--- config.mk ---
export PLATFORM = sky130hd
export DESIGN_NAME = mem256_arbiter_flat
export DESIGN_NICKNAME = d
export VERILOG_FILES = /design/src/rtl/mem256_arbiter_if.sv /design/src/rtl/mem256_arbiter.sv /design/src/flat_wrapper.sv
export SDC_FILE = /design/constraint.sdc
export NUM_CORES = 1
export LEC_CHECK = 0
export BUFFER_PORTS_ARGS = -buffer_cell sky130_fd_sc_hd__buf_2
export CAP_MARGIN = 20
export CELL_PAD_IN_SITES_DETAIL_PLACEMENT = 2
export CELL_PAD_IN_SITES_GLOBAL_PLACEMENT = 2
export CORE_MARGIN = 8
export CORE_UTILIZATION = 12
export CTS_BUF_LIST = sky130_fd_sc_hd__clkbuf_16
export DETAILED_ROUTE_END_ITERATION = 10
export PLACE_DENSITY_LB_ADDON = 0.1
export SKIP_LAST_GASP = 1
export SLEW_MARGIN = 20
export SYNTH_ARGS = -nofsm -noshare
export SYNTH_HDL_FRONTEND = slang
export SYNTH_SLANG_ARGS = --single-unit
--- constraint.sdc ---
create_clock -name clk -period 2.8 [get_ports clk]
set_clock_uncertainty 0.15 [all_clocks]
set_input_delay 0.28 -clock clk [delete_from_list [all_inputs] [get_ports clk]]
set_output_delay 0.28 -clock clk [all_outputs]
set_load 0.01 [all_outputs]
--- src/rtl/mem256_arbiter_if.sv ---
// Request, response and RAM-side signals of the two-port Mem256x16 arbiter.
// slave = the arbiter; master = the requesters and the RAM.
interface mem256_arbiter_if #(
  parameter int ADDR_W = 8,
  parameter int DATA_W = 16
);
  logic              a_req, b_req;
  logic              a_we, b_we;
  logic [ADDR_W-1:0] a_addr, b_addr;
  logic [DATA_W-1:0] a_wdata, b_wdata;
  logic              a_gnt, b_gnt;
  logic [DATA_W-1:0] a_rdata, b_rdata;
  logic              a_rvalid, b_rvalid;
  logic              mem_rd_en, mem_wr_en;
  logic [ADDR_W-1:0] mem_rd_addr, mem_wr_addr;
  logic [DATA_W-1:0] mem_data_in, mem_data_out;
  logic              mem_valid_out;

  modport slave (
    input  a_req, b_req, a_we, b_we, a_addr, b_addr, a_wdata, b_wdata,
    input  mem_data_out, mem_valid_out,
    output a_gnt, b_gnt, a_rdata, b_rdata, a_rvalid, b_rvalid,
    output mem_rd_en, mem_wr_en, mem_rd_addr, mem_wr_addr, mem_data_in
  );

  modport master (
    output a_req, b_req, a_we, b_we, a_addr, b_addr, a_wdata, b_wdata,
    output mem_data_out, mem_valid_out,
    input  a_gnt, b_gnt, a_rdata, b_rdata, a_rvalid, b_rvalid,
    input  mem_rd_en, mem_wr_en, mem_rd_addr, mem_wr_addr, mem_data_in
  );
endinterface

--- src/rtl/mem256_arbiter.sv ---
// Two-port arbiter/sequencer for a 1R1W registered-read block RAM.
// Define MEMARB_FIXED_PRIO_EN to make port A win every same-type conflict.
module mem256_arbiter #(
  parameter int ADDR_W = 8,
  parameter int DATA_W = 16
) (
  input  logic            clk,
  input  logic            rst_n,
  mem256_arbiter_if.slave bus
);
  typedef enum logic [1:0] {OWN_NONE = 2'd0, OWN_A = 2'd1, OWN_B = 2'd2} owner_e;

  logic   prio, prio_nxt;
  owner_e rd_owner, owner_nxt;
  logic   gnt_a, gnt_b;

  always_ff @(posedge clk) begin
    if (!rst_n) begin
      prio     <= 1'b0;
      rd_owner <= OWN_NONE;
    end else begin
      prio     <= prio_nxt;
      rd_owner <= owner_nxt;
    end
  end

  always_comb begin
    gnt_a     = 1'b0;
    gnt_b     = 1'b0;
    prio_nxt  = prio;
    owner_nxt = OWN_NONE;
    if (rst_n) begin
      if (bus.a_req && bus.b_req) begin
        if (bus.a_we != bus.b_we) begin
          // Same-address read/write: only the write goes, the read retries.
          if (bus.a_addr == bus.b_addr) begin
            gnt_a = bus.a_we;
            gnt_b = bus.b_we;
          end else begin
            gnt_a = 1'b1;
            gnt_b = 1'b1;
          end
        end else begin
          gnt_a = ~prio;
          gnt_b = prio;
`ifdef MEMARB_FIXED_PRIO_EN
          prio_nxt = 1'b0;
`else
          prio_nxt = gnt_a;
`endif
        end
      end else begin
        gnt_a = bus.a_req;
        gnt_b = bus.b_req;
      end
      if (gnt_a && !bus.a_we)      owner_nxt = OWN_A;
      else if (gnt_b && !bus.b_we) owner_nxt = OWN_B;
    end
  end

  logic              rd_a, rd_b, wr_a, wr_b;
  logic [ADDR_W-1:0] rd_addr, wr_addr;
  logic [DATA_W-1:0] wr_data;

  always_comb begin
    rd_a    = gnt_a && !bus.a_we;
    rd_b    = gnt_b && !bus.b_we;
    wr_a    = gnt_a && bus.a_we;
    wr_b    = gnt_b && bus.b_we;
    rd_addr = rd_a ? bus.a_addr : (rd_b ? bus.b_addr : '0);
    wr_addr = wr_a ? bus.a_addr : (wr_b ? bus.b_addr : '0);
    wr_data = wr_a ? bus.a_wdata : (wr_b ? bus.b_wdata : '0);

    bus.a_gnt       = gnt_a;
    bus.b_gnt       = gnt_b;
    bus.mem_rd_en   = rd_a || rd_b;
    bus.mem_wr_en   = wr_a || wr_b;
    bus.mem_rd_addr = rd_addr;
    bus.mem_wr_addr = wr_addr;
    bus.mem_data_in = wr_data;

    // Gated by rst_n too, so a read returning while reset is low never leaks out.
    bus.a_rvalid = rst_n && bus.mem_valid_out && (rd_owner == OWN_A);
    bus.b_rvalid = rst_n && bus.mem_valid_out && (rd_owner == OWN_B);
    bus.a_rdata  = bus.a_rvalid ? bus.mem_data_out : '0;
    bus.b_rdata  = bus.b_rvalid ? bus.mem_data_out : '0;
  end
endmodule

--- src/flat_wrapper.sv ---
// flat-port wrapper written by rule: the top's interface ports become plain ports
module mem256_arbiter_flat 
#(
  parameter int ADDR_W = 8,
  parameter int DATA_W = 16
)
  (clk, rst_n, bus_a_req, bus_b_req, bus_a_we, bus_b_we, bus_a_addr, bus_b_addr, bus_a_wdata, bus_b_wdata, bus_mem_data_out, bus_mem_valid_out, bus_a_gnt, bus_b_gnt, bus_a_rdata, bus_b_rdata, bus_a_rvalid, bus_b_rvalid, bus_mem_rd_en, bus_mem_wr_en, bus_mem_rd_addr, bus_mem_wr_addr, bus_mem_data_in);
  mem256_arbiter_if #(.ADDR_W(ADDR_W), .DATA_W(DATA_W)) bus_i ();
  input  logic clk;
  input  logic rst_n;
  input wire logic [$bits(bus_i.a_req)-1:0] bus_a_req;
  input wire logic [$bits(bus_i.b_req)-1:0] bus_b_req;
  input wire logic [$bits(bus_i.a_we)-1:0] bus_a_we;
  input wire logic [$bits(bus_i.b_we)-1:0] bus_b_we;
  input wire logic [$bits(bus_i.a_addr)-1:0] bus_a_addr;
  input wire logic [$bits(bus_i.b_addr)-1:0] bus_b_addr;
  input wire logic [$bits(bus_i.a_wdata)-1:0] bus_a_wdata;
  input wire logic [$bits(bus_i.b_wdata)-1:0] bus_b_wdata;
  input wire logic [$bits(bus_i.mem_data_out)-1:0] bus_mem_data_out;
  input wire logic [$bits(bus_i.mem_valid_out)-1:0] bus_mem_valid_out;
  output wire logic [$bits(bus_i.a_gnt)-1:0] bus_a_gnt;
  output wire logic [$bits(bus_i.b_gnt)-1:0] bus_b_gnt;
  output wire logic [$bits(bus_i.a_rdata)-1:0] bus_a_rdata;
  output wire logic [$bits(bus_i.b_rdata)-1:0] bus_b_rdata;
  output wire logic [$bits(bus_i.a_rvalid)-1:0] bus_a_rvalid;
  output wire logic [$bits(bus_i.b_rvalid)-1:0] bus_b_rvalid;
  output wire logic [$bits(bus_i.mem_rd_en)-1:0] bus_mem_rd_en;
  output wire logic [$bits(bus_i.mem_wr_en)-1:0] bus_mem_wr_en;
  output wire logic [$bits(bus_i.mem_rd_addr)-1:0] bus_mem_rd_addr;
  output wire logic [$bits(bus_i.mem_wr_addr)-1:0] bus_mem_wr_addr;
  output wire logic [$bits(bus_i.mem_data_in)-1:0] bus_mem_data_in;
  assign bus_i.a_req = bus_a_req;
  assign bus_i.b_req = bus_b_req;
  assign bus_i.a_we = bus_a_we;
  assign bus_i.b_we = bus_b_we;
  assign bus_i.a_addr = bus_a_addr;
  assign bus_i.b_addr = bus_b_addr;
  assign bus_i.a_wdata = bus_a_wdata;
  assign bus_i.b_wdata = bus_b_wdata;
  assign bus_i.mem_data_out = bus_mem_data_out;
  assign bus_i.mem_valid_out = bus_mem_valid_out;
  assign bus_a_gnt = bus_i.a_gnt;
  assign bus_b_gnt = bus_i.b_gnt;
  assign bus_a_rdata = bus_i.a_rdata;
  assign bus_b_rdata = bus_i.b_rdata;
  assign bus_a_rvalid = bus_i.a_rvalid;
  assign bus_b_rvalid = bus_i.b_rvalid;
  assign bus_mem_rd_en = bus_i.mem_rd_en;
  assign bus_mem_wr_en = bus_i.mem_wr_en;
  assign bus_mem_rd_addr = bus_i.mem_rd_addr;
  assign bus_mem_wr_addr = bus_i.mem_wr_addr;
  assign bus_mem_data_in = bus_i.mem_data_in;
  mem256_arbiter #(.ADDR_W(ADDR_W), .DATA_W(DATA_W)) u_core (.clk(clk), .rst_n(rst_n), .bus(bus_i));
endmodule
==> results of run 1 <==
[worst reg2reg max path, cell delays in order (launching register included)]
cell and delay (ps):
dfxtp_1 410, inv_1 120, nand2_1 100, o21ai_0 130, a21oi_4 320
[through the flow]
| stage | std cells | total power [uW] | utilization (%) | worst slack [ps] |
|---|---|---|---|---|
| 5_1_grt | 356 | 486 | 25.1 | 447 |
| 6_report | 356 | 455 | 25.1 | 595 |
| 3_5_place_dp | 352 | 237 | 24.0 | 543 |
| 2_1_floorplan | 117 | 128 | - | 1040 |
| 4_1_cts | 356 | 465 | 25.1 | 542 |
| 3_3_place_gp | 352 | 235 | 24.0 | 616 |
[layer usage]
layer  wire [um]  global-route usage [%]  vias up  part of all wire [%]
li1            -                       -      714                     -
met1        2460                    12.4      651                    42
met5           0                       0        -                     0
met2        2540                    17.8       88                    44
met4          34                    2.06        0                  0.58
met3         796                    4.88        5                    14
[cells in the final DEF (no fill, tap or decap), types with 2 or more instances in the layout]
cell	count
buf_4	5
xnor2_1	2
and2_1	32
xor2_1	7
nand2_1	6
a22o_1	32
buf_2	140
o21ai_0	2
o21bai_1	2
inv_1	4
a311oi_4	2
dfxtp_1	3
clkbuf_16	3
nor3b_1	2
a21oi_4	2
nor2_1	2
a31oi_1	2
[worst max-delay path by stage]
stage	start	end	slack, ps	cells after the start
final	bus_b_req	bus_mem_rd_addr[2]	600	7
after global routing	bus_a_req	bus_mem_rd_addr[2]	450	7
after CTS	bus_a_req	bus_mem_rd_addr[2]	540	7
after detailed placement	bus_a_req	bus_mem_rd_addr[2]	540	7
after global placement	bus_b_addr[4]	bus_mem_rd_addr[2]	620	7
after floorplan	bus_b_addr[3]	bus_mem_rd_addr[0]	1040	6
[area by class of cell]
cell class / instances / area [um2] / share of cell area, %
clock inverters: 1 / 3.75 / 0.209
flip-flops and latches: 3 / 60.1 / 3.34
inverters: 3 / 11.3 / 0.626
well taps: 99 / 124 / 6.89
multi-input cells: 102 / 786 / 43.7
repair buffers: 145 / 738 / 41.1
clock buffers: 3 / 75.1 / 4.18
[synthesized netlist by cell type (all sizes together)]
| library cell | instances |
|---|---|
| a22o | 32 |
| buf | 7 |
| a21boi | 1 |
| nor2 | 2 |
| or3 | 1 |
| dfxtp | 3 |
| nor3 | 1 |
| clkbuf | 2 |
| a22oi | 1 |
| nor4 | 1 |
| xnor2 | 2 |
| and2 | 32 |
| and4 | 1 |
| or2 | 1 |
| nand2 | 6 |
| nor3b | 2 |
| o21bai | 2 |
| nor2b | 1 |
| a311oi | 2 |
| inv | 3 |
| xor2 | 7 |
| a21oi | 2 |
| a31oi | 2 |
| o21ai | 3 |
[cell families after synthesis]
kind of cell,after synthesis
and+or+nand+nor,48
AOI/OAI and AO/OA,45
DFF,3
xor gates and xnor gates,9
buffers and inverters,12
[power by group through the flow]
stage / combinational (uW) / clock [uW] / sequential (uW)
2_1_floorplan: 80.8 / 0 / 46.9
3_3_place_gp: 187 / 0 / 47.5
3_5_place_dp: 190 / 0 / 47.6
4_1_cts: 190 / 227 / 47.0
5_1_grt: 208 / 231 / 47.4
6_report: 186 / 223 / 47.0
[state kept, by name, indices dropped and copies added (netlist names)]
signal           cells
u_core.prio          1
u_core.rd_owner      2
==> flow_metrics.py, run 1 <==
metrics = {
    "floorplan": {
        "fp.coreArea_um2": 7180,
        "chipWidth_um": 102,
        "start_util_pct": 12.3,
        "num_rows": 31,
        "die_h_um": 102,
        "io_pins": 141,
        "dieArea_um2": 10300,
    },
    "job": {
        "maxCapViolCount": 0,
    },
    "worst_setup_path": {
        "r2r_setup_slack_ps": 1440,
        "crit_fanout": 10,
        "worstPathCellList": "buf_2 > nand2_1 > nor4_1 > and4_1 > a21oi_4 > a22o_1 > buf_2",
        "crit_family": "simple AND/OR/NAND/NOR gates",
        "crit_required_ps": 2370,
        "cpMaxStageDelayCell": "and4_1",
        "r2r_end": "u_core.rd_owner[1]",
        "reg2reg_from": "u_core.prio",
        "max_stage_delay_ps": 410,
        "crit_type": "input port to output pin",
        "arrival_ps": 1770,
        "r2r_cells": 4,
        "cp-end-kind": "output pin",
        "cpMostUsedCell": "buf_2",
        "cp-start-kind": "input port",
        "critPathBufInv": 2,
    },
    "pwr": {
        "p_comb_share_pct": 40.8,
        "pwr-share-seq_pct": 10.3,
        "power.share.switching_pct": 29.8,
        "pwr-share-clk_pct": 48.9,
        "p_switching_uw": 136,
        "intPower_uw": 320,
        "p_per_area_nw_per_um2": 253,
        "p_leak_uw": 0.00106,
        "ir_drop_v": 0.000144,
    },
    "detailed_routing": {
        "routed_wl_um": 5830,
        "drc": 0,
        "vias_per_cell": 4.10,
        "drtAntennaViolNets": 0,
        "drt_pass1_iterations": 4,
        "wire_per_inst_um": 16.4,
        "drt-initial-drc-count": 12,
        "via_count": 1458,
    },
    "clocking": {
        "cts_tree": "built",
        "insertion_delay_ps": 220,
        "hold_buffers": 0,
        "post_cts_buffers": 0,
        "postCtsResizedCells": 0,
        "clk_path_buf_depth": 2,
        "path_clk_slew_ps": 30,
        "clkSinkCount": 3,
        "cts_buffers": 3,
        "cts_root_buf": "clkbuf_16",
        "htree_num_levels": 1,
    },
    "place": {
        "port_buffers": 140,
        "gp_congestion": 0.691,
        "placed_cell_area_um2": 1720,
        "dp_hpwl_um": 5060,
    },
    "synthesis": {
        "yosys-top-cells-area": "a22o_1 (32%), and2_1 (23%), xor2_1 (7.0%)",
        "ys_warn_count": 0,
        "synth_top_area_cell": "a22o_1",
        "yosys.area_share.simple_pct": 32.3,
        "syn_nets": 188,
        "avgSynthCellArea_um2": 7.52,
        "synth_cells": 117,
        "seq_area_frac_synth_pct": 6.83,
        "synth_top_family_by_area": "compound AO/OA/AOI/OAI gates",
        "muxShareOfSynthArea_pct": 0,
        "synthXorXnorAreaFrac_pct": 8.96,
        "synth_fa_ha_area_share_pct": 0,
        "synth_top_area_share_pct": 31.9,
        "synth_cell_types": 26,
        "synth_compound_area_share_pct": 45.5,
        "syn_area_um2": 880,
        "synth_seq_cells": 3,
    },
    "hold_path": {
        "hold-path-endpoint": "u_core.prio",
        "hold_class": "input port to register",
        "holdCritStartpoint": "rst_n",
        "whs_path_depth": 2,
    },
    "timing": {
        "fin_setup_tns_ps": 0,
        "finalSetupViolCount": 0,
        "whs_ps": 221,
        "rsz0062_at_grt": "no",
        "fmax_mhz": 454,
        "period_share_pct": 78.7,
        "finalHoldViolations": 0,
        "timing.slew.headroom_pct": 77.3,
        "tightest_slew_ps": 337,
        "min_period_ps": 2200,
        "drv_slew": 0,
    },
    "run_status": {
        "status": "finished clean",
    },
    "global_route": {
        "antenna_found_initial": 0,
        "grt_pass1_vias": 1651,
        "grt_max_degree": 25,
        "overflow": 0,
        "grt_usage_pct": 10.7,
        "grt_pass1_wl_um": 8930,
    },
    "layout": {
        "area_growth_pct": 104,
        "antenna_cells": 0,
        "final_area_um2": 1800,
        "num-fill-cells": 886,
        "drive_gt1_share_pct": 59.1,
        "nNetsFinal": 329,
    },
}
No activity file was read; power rests on OpenSTA's default activity.
==> run 2: changes to the inputs <==
- CORE_UTILIZATION: 12 -> 10
- clock period: 2.8 -> 2 ns (I/O delays scaled with it)
==> run 2 against run 1 <==
Compared with the run above: the flow now finishes with violations (negative setup slack); clock-buffer cell count stayed put; sequential power is 40% higher; setup slack worse by 600 ps; non-clock buffer count is 6 higher; combinational power is 47% higher; total power is 43% higher; largest power group unchanged; final area is 4.0% higher.
==> flow_metrics.py, run 2 (same netlist as run 1, synthesis figures left out) <==
metrics = {
    "run_status": {
        "status": "complete, but fails checks",
        "violations": "negative setup slack",
    },
    "clocking": {
        "htree_num_levels": 1,
        "path_clk_slew_ps": 30,
        "cts_tree": "built",
        "clkSinkCount": 3,
        "cts_buffers": 3,
        "clk_path_buf_depth": 2,
        "cts_root_buf": "clkbuf_16",
        "insertion_delay_ps": 220,
    },
    "place": {
        "dp_hpwl_um": 5260,
        "port_buffers": 140,
        "dp.cells": 366,
        "gp_congestion": 0.672,
    },
    "floorplan": {
        "dieArea_um2": 12100,
        "start_util_pct": 10.2,
        "die_h_um": 110,
        "fp.coreArea_um2": 8640,
        "chipWidth_um": 110,
        "io_pins": 141,
        "num_rows": 34,
    },
    "worst_setup_path": {
        "reg2reg_from": "u_core.prio",
        "crit_type": "register to output pin",
        "cp-start-kind": "register",
        "r2r_setup_slack_ps": 650,
        "r2r_end": "u_core.rd_owner[1]",
        "crit_required_ps": 1650,
        "r2r_cells": 5,
        "cp-end-kind": "output pin",
        "arrival_ps": 1660,
        "crit_fanout": 10,
    },
    "pwr": {
        "p_leak_uw": 0.00109,
        "p_per_area_nw_per_um2": 347,
        "ir_drop_v": 0.000204,
        "pwr-share-seq_pct": 10.2,
        "pwr-share-clk_pct": 47.7,
        "power.share.switching_pct": 29.8,
        "p_switching_uw": 193,
        "p_comb_share_pct": 42.1,
        "intPower_uw": 456,
    },
    "global_route": {
        "antenna_found_initial": 0,
        "grt_max_degree": 18,
        "overflow": 0,
        "grt_usage_pct": 9.17,
        "grt_pass1_vias": 1678,
        "grt_pass1_wl_um": 8860,
    },
    "job": {
        "maxCapViolCount": 0,
    },
    "hold_path": {
        "holdCritStartpoint": "rst_n",
        "hold_class": "input port to register",
        "whs_path_depth": 2,
        "hold-path-endpoint": "u_core.prio",
    },
    "detailed_routing": {
        "drt-initial-drc-count": 40,
        "drt_pass1_iterations": 4,
        "drc": 0,
        "drtAntennaViolNets": 0,
        "routed_wl_um": 6000,
        "wire_per_inst_um": 16.2,
        "vias_per_cell": 4.01,
        "via_count": 1488,
    },
    "layout": {
        "largest_register": "u_core.rd_owner",
        "antenna_cells": 0,
        "largest_register_ff_count": 2,
        "final_common_cell": "buf_2",
        "num-fill-cells": 1047,
        "drive_gt1_share_pct": 60.5,
        "final_cell_mix": "buf_2 (140), a22o_1 (32), and2_1 (32)",
        "layoutNonFillerInstCount": 371,
        "nNetsFinal": 335,
        "area_growth_pct": 113,
        "top_regs": "u_core.rd_owner x2, u_core.prio x1",
    },
    "timing": {
        "fin_setup_tns_ps": -8.81,
        "finalHoldViolations": 0,
        "fmax_mhz": 498,
        "period_share_pct": 100,
        "setup_ws_ps": -8.81,
        "tightest_slew_ps": 323,
        "min_period_ps": 2010,
        "rsz0062_at_grt": "yes",
        "timing.slew.headroom_pct": 78.2,
        "drv_slew": 0,
        "finalSetupViolCount": 1,
    },
}
run 2: cell types whose count changed in the layout (fill, tap and decap cells not counted), sizes merged:
cell,delta
buf,+6
run 2: per-stage QoR:
step	util (%)	hold WS (ps)	setup WS [ps]	power [uW]	area (um2)
detailed placement	20.5	376	-74.6	342	1770
global placement	20.5	376	-21.4	339	1770
finish	21.6	144	-8.81	649	1870
global route	21.6	156	-79.2	691	1870
floorplan	-	203	403	179	880
CTS	21.4	144	-9.04	657	1850
run 2: cell type report:
type	count	area (um2)	area share (%)
repair buffers	151	796	42.6
clock inverters	1	3.75	0.201
inverters	3	11.3	0.602
flip-flops and latches	3	60.1	3.21
well taps	108	135	7.23
multi-input cells	102	788	42.2
clock buffers	3	75.1	4.02
run 2: what timing repair did:
action                                  4_1_cts  5_1_grt
gates resized for setup                       2        0
setup buffers                                 0        1
gates cloned                                  0        0
endpoints found under the setup margin        9        9
hold buffers                                  0        0
run 2: worst max-delay path by stage:
stage                               to     startpoint  cells past startpoint  slack, ps
floorplan           bus_mem_rd_addr[0]  bus_b_addr[3]                      6        400
global placement    bus_mem_rd_addr[2]  bus_a_addr[3]                      7        -20
detailed placement  bus_mem_rd_addr[2]  bus_b_addr[3]                      7        -70
CTS                 bus_mem_rd_addr[2]    u_core.prio                      6         -9
global route             bus_mem_rd_en  bus_b_addr[3]                      8        -80
finish                   bus_mem_rd_en    u_core.prio                      7         -9
run 2: critical path, cell delays in order, from the launching register on:
cell and delay (ps):
dfxtp_1 360, inv_1 130, nand2_1 90, o21ai_0 290
a21oi_4 60, buf_12 150, or2_1 210, buf_2 140
run 2: per-layer routing:
metal / track usage [%] / vias up / part of all wire [%] / wire [um]
met5: 0 / - / 0 / 0
met4: 2.31 / 0 / 0.57 / 34
met3: 3.34 / 2 / 10 / 609
met2: 15.2 / 74 / 48 / 2870
met1: 10.9 / 688 / 41 / 2490
li1: - / 724 / - / -
run 2: power groups by stage:
stage / Clock [uW] / Sequential [uW] / Combinational [uW]
global placement: 0 / 66.8 / 273
detailed placement: 0 / 66.8 / 275
finish: 310 / 66.0 / 273
CTS: 314 / 66.1 / 277
global route: 323 / 66.4 / 302
floorplan: 0 / 65.6 / 113
==> run 3: changes to the inputs <==
- REMOVE_ABC_BUFFERS: not set -> 1
==> run 3 against run 2 <==
Compared with the run above: the run now ends clean; final cell count is 0.27% lower; worst hold slack worse by 9.6 ps; non-clock buffer count is 3 lower; combinational power is 3% higher; total power is 1.8% higher; clock-buffer cell count stayed put; wire length is 0.80% lower; critical endpoint is now bus_mem_rd_addr[6]; utilization is 0.70 points higher.
==> flow_metrics.py, run 3 (same netlist as run 1, synthesis figures left out) <==
metrics = {
    "place": {
        "port_buffers": 140,
        "gp_congestion": 0.666,
        "dp.cells": 363,
        "dp_hpwl_um": 5030,
        "place_worst_setup_slack_ps": -129,
    },
    "worst_setup_path": {
        "cp-end-kind": "output pin",
        "crit_type": "input port to output pin",
        "reg2reg_from": "u_core.prio",
        "cp-start-kind": "input port",
        "crit_fanout": 5,
        "crit_family": "simple AND/OR/NAND/NOR gates",
        "cpMaxStageDelayCell": "and4_4",
        "crit_required_ps": 1650,
        "critPathBufInv": 2,
        "arrival_ps": 1590,
        "max_stage_delay_ps": 360,
        "critPathLaunch": "bus_a_addr[0]",
        "worstPathCellList": "buf_8 > xor2_2 > nor4_2 > and4_4 > a21oi_4 > a22o_1 > buf_2",
    },
    "run_status": {
        "status": "finished clean",
    },
    "layout": {
        "largest_register": "u_core.rd_owner",
        "multi_input_area_um2": 842,
        "nNetsFinal": 334,
        "area_growth_pct": 119,
        "largest_register_ff_count": 2,
        "final_cell_mix": "buf_2 (138), a22o_1 (32), and2_1 (32)",
        "layoutNonFillerInstCount": 370,
        "final_common_cell": "buf_2",
        "antenna_cells": 0,
        "top_regs": "u_core.rd_owner x2, u_core.prio x1",
        "drive_gt1_share_pct": 61.8,
        "num-fill-cells": 1059,
        "ff_latch_area_um2": 60.1,
    },
    "clocking": {
        "insertion_delay_ps": 220,
        "cts_tree": "built",
        "clkSinkCount": 3,
        "cts_root_buf": "clkbuf_16",
        "hold_buffers": 0,
        "cts_buffers": 3,
        "clk_path_buf_depth": 2,
        "htree_num_levels": 1,
        "path_clk_slew_ps": 30,
    },
    "timing": {
        "tightest_slew_ps": 293,
        "setup_ws_ps": 59.0,
        "timing.slew.headroom_pct": 80.5,
        "rsz0062_at_grt": "yes",
        "fmax_mhz": 515,
        "finalSetupViolCount": 0,
        "finalHoldViolations": 0,
        "drv_slew": 0,
        "period_share_pct": 97.1,
        "min_period_ps": 1940,
    },
    "pwr": {
        "p_leak_uw": 0.00110,
        "p_per_area_nw_per_um2": 343,
        "ir_drop_v": 0.000189,
        "power.total_uw": 661,
    },
    "global_route": {
        "grt_usage_pct": 9.17,
        "antenna_found_initial": 0,
        "grt_pass1_vias": 1677,
        "grt_max_degree": 25,
        "grt_pass1_wl_um": 8760,
        "overflow": 0,
    },
    "floorplan": {
        "dieArea_um2": 12100,
        "start_util_pct": 10.2,
        "num_rows": 34,
        "fp.coreArea_um2": 8640,
        "die_h_um": 110,
        "chipWidth_um": 110,
        "io_pins": 141,
    },
    "hold_path": {
        "hold_class": "input port to register",
        "holdCritStartpoint": "rst_n",
    },
    "detailed_routing": {
        "drtAntennaViolNets": 0,
        "via_count": 1535,
        "vias_per_cell": 4.15,
        "routed_wl_um": 5950,
        "drt-initial-drc-count": 32,
        "wire_per_inst_um": 16.1,
        "drc": 0,
        "drt_pass1_iterations": 4,
    },
    "job": {
        "maxCapViolCount": 0,
    },
}
run 3: changes by cell type in the layout (fill, tap and decap cells not counted), moves of 2 or more:
cell     before  now
buf_4        10    6
a21oi_4       2    4
buf_2       140  138
o21ai_2       0    2
run 3: stage by stage:
step	hold WS (ps)	utilization (%)	area (um2)	setup TNS [ps]
floorplan	173	-	835	0
global placement	373	20.5	1770	-705
detailed placement	367	20.5	1770	-1130
CTS	135	22.1	1910	0
global route	134	22.3	1930	-19.4
finish	135	22.3	1930	0
run 3: area by class of cell:
type,count,area share [%]
clock inverters,1,0.195
flip-flops and latches,3,3.11
multi-input cells,104,43.6
repair buffers,148,41.6
clock buffers,3,3.89
inverters,3,0.584
well taps,108,7.00
run 3: timing repair:
| item | CTS | global route |
|---|---|---|
| gates resized for setup | 11 | 3 |
| gates cloned | 2 | 0 |
| pin swaps | 15 | 4 |
| setup buffers | 0 | 1 |
| setup endpoints to repair | 10 | 8 |
| hold endpoints to repair | 0 | 0 |
run 3: final timing paths:
check                             to  slack, ps  cells after the start
setup / recovery  bus_mem_rd_addr[6]         60                      7
hold reg to reg          u_core.prio        410                      2
hold / removal           u_core.prio        130                      2
setup reg to reg  u_core.rd_owner[1]        760                      4
run 3: per-layer routing:
layer	track usage, %	up-vias	routed length, um
met4	0.579	0	0
li1	-	730	-
met5	0	-	0
met1	9.22	710	2090
met2	15.8	95	2850
met3	6.51	0	1010
run 3: worst reg2reg max path, stage by stage, from the launching register on:
cell and delay [ps]:
dfxtp_1 420, inv_1 120, nand2_1 120, o21ai_2 110, a21oi_4 230
run 3: power breakdown:
| group | internal [uW] | switching [uW] |
|---|---|---|
| Combinational | 139 | 143 |
| Sequential | 63.2 | 2.68 |
| Clock | 258 | 55.5 |
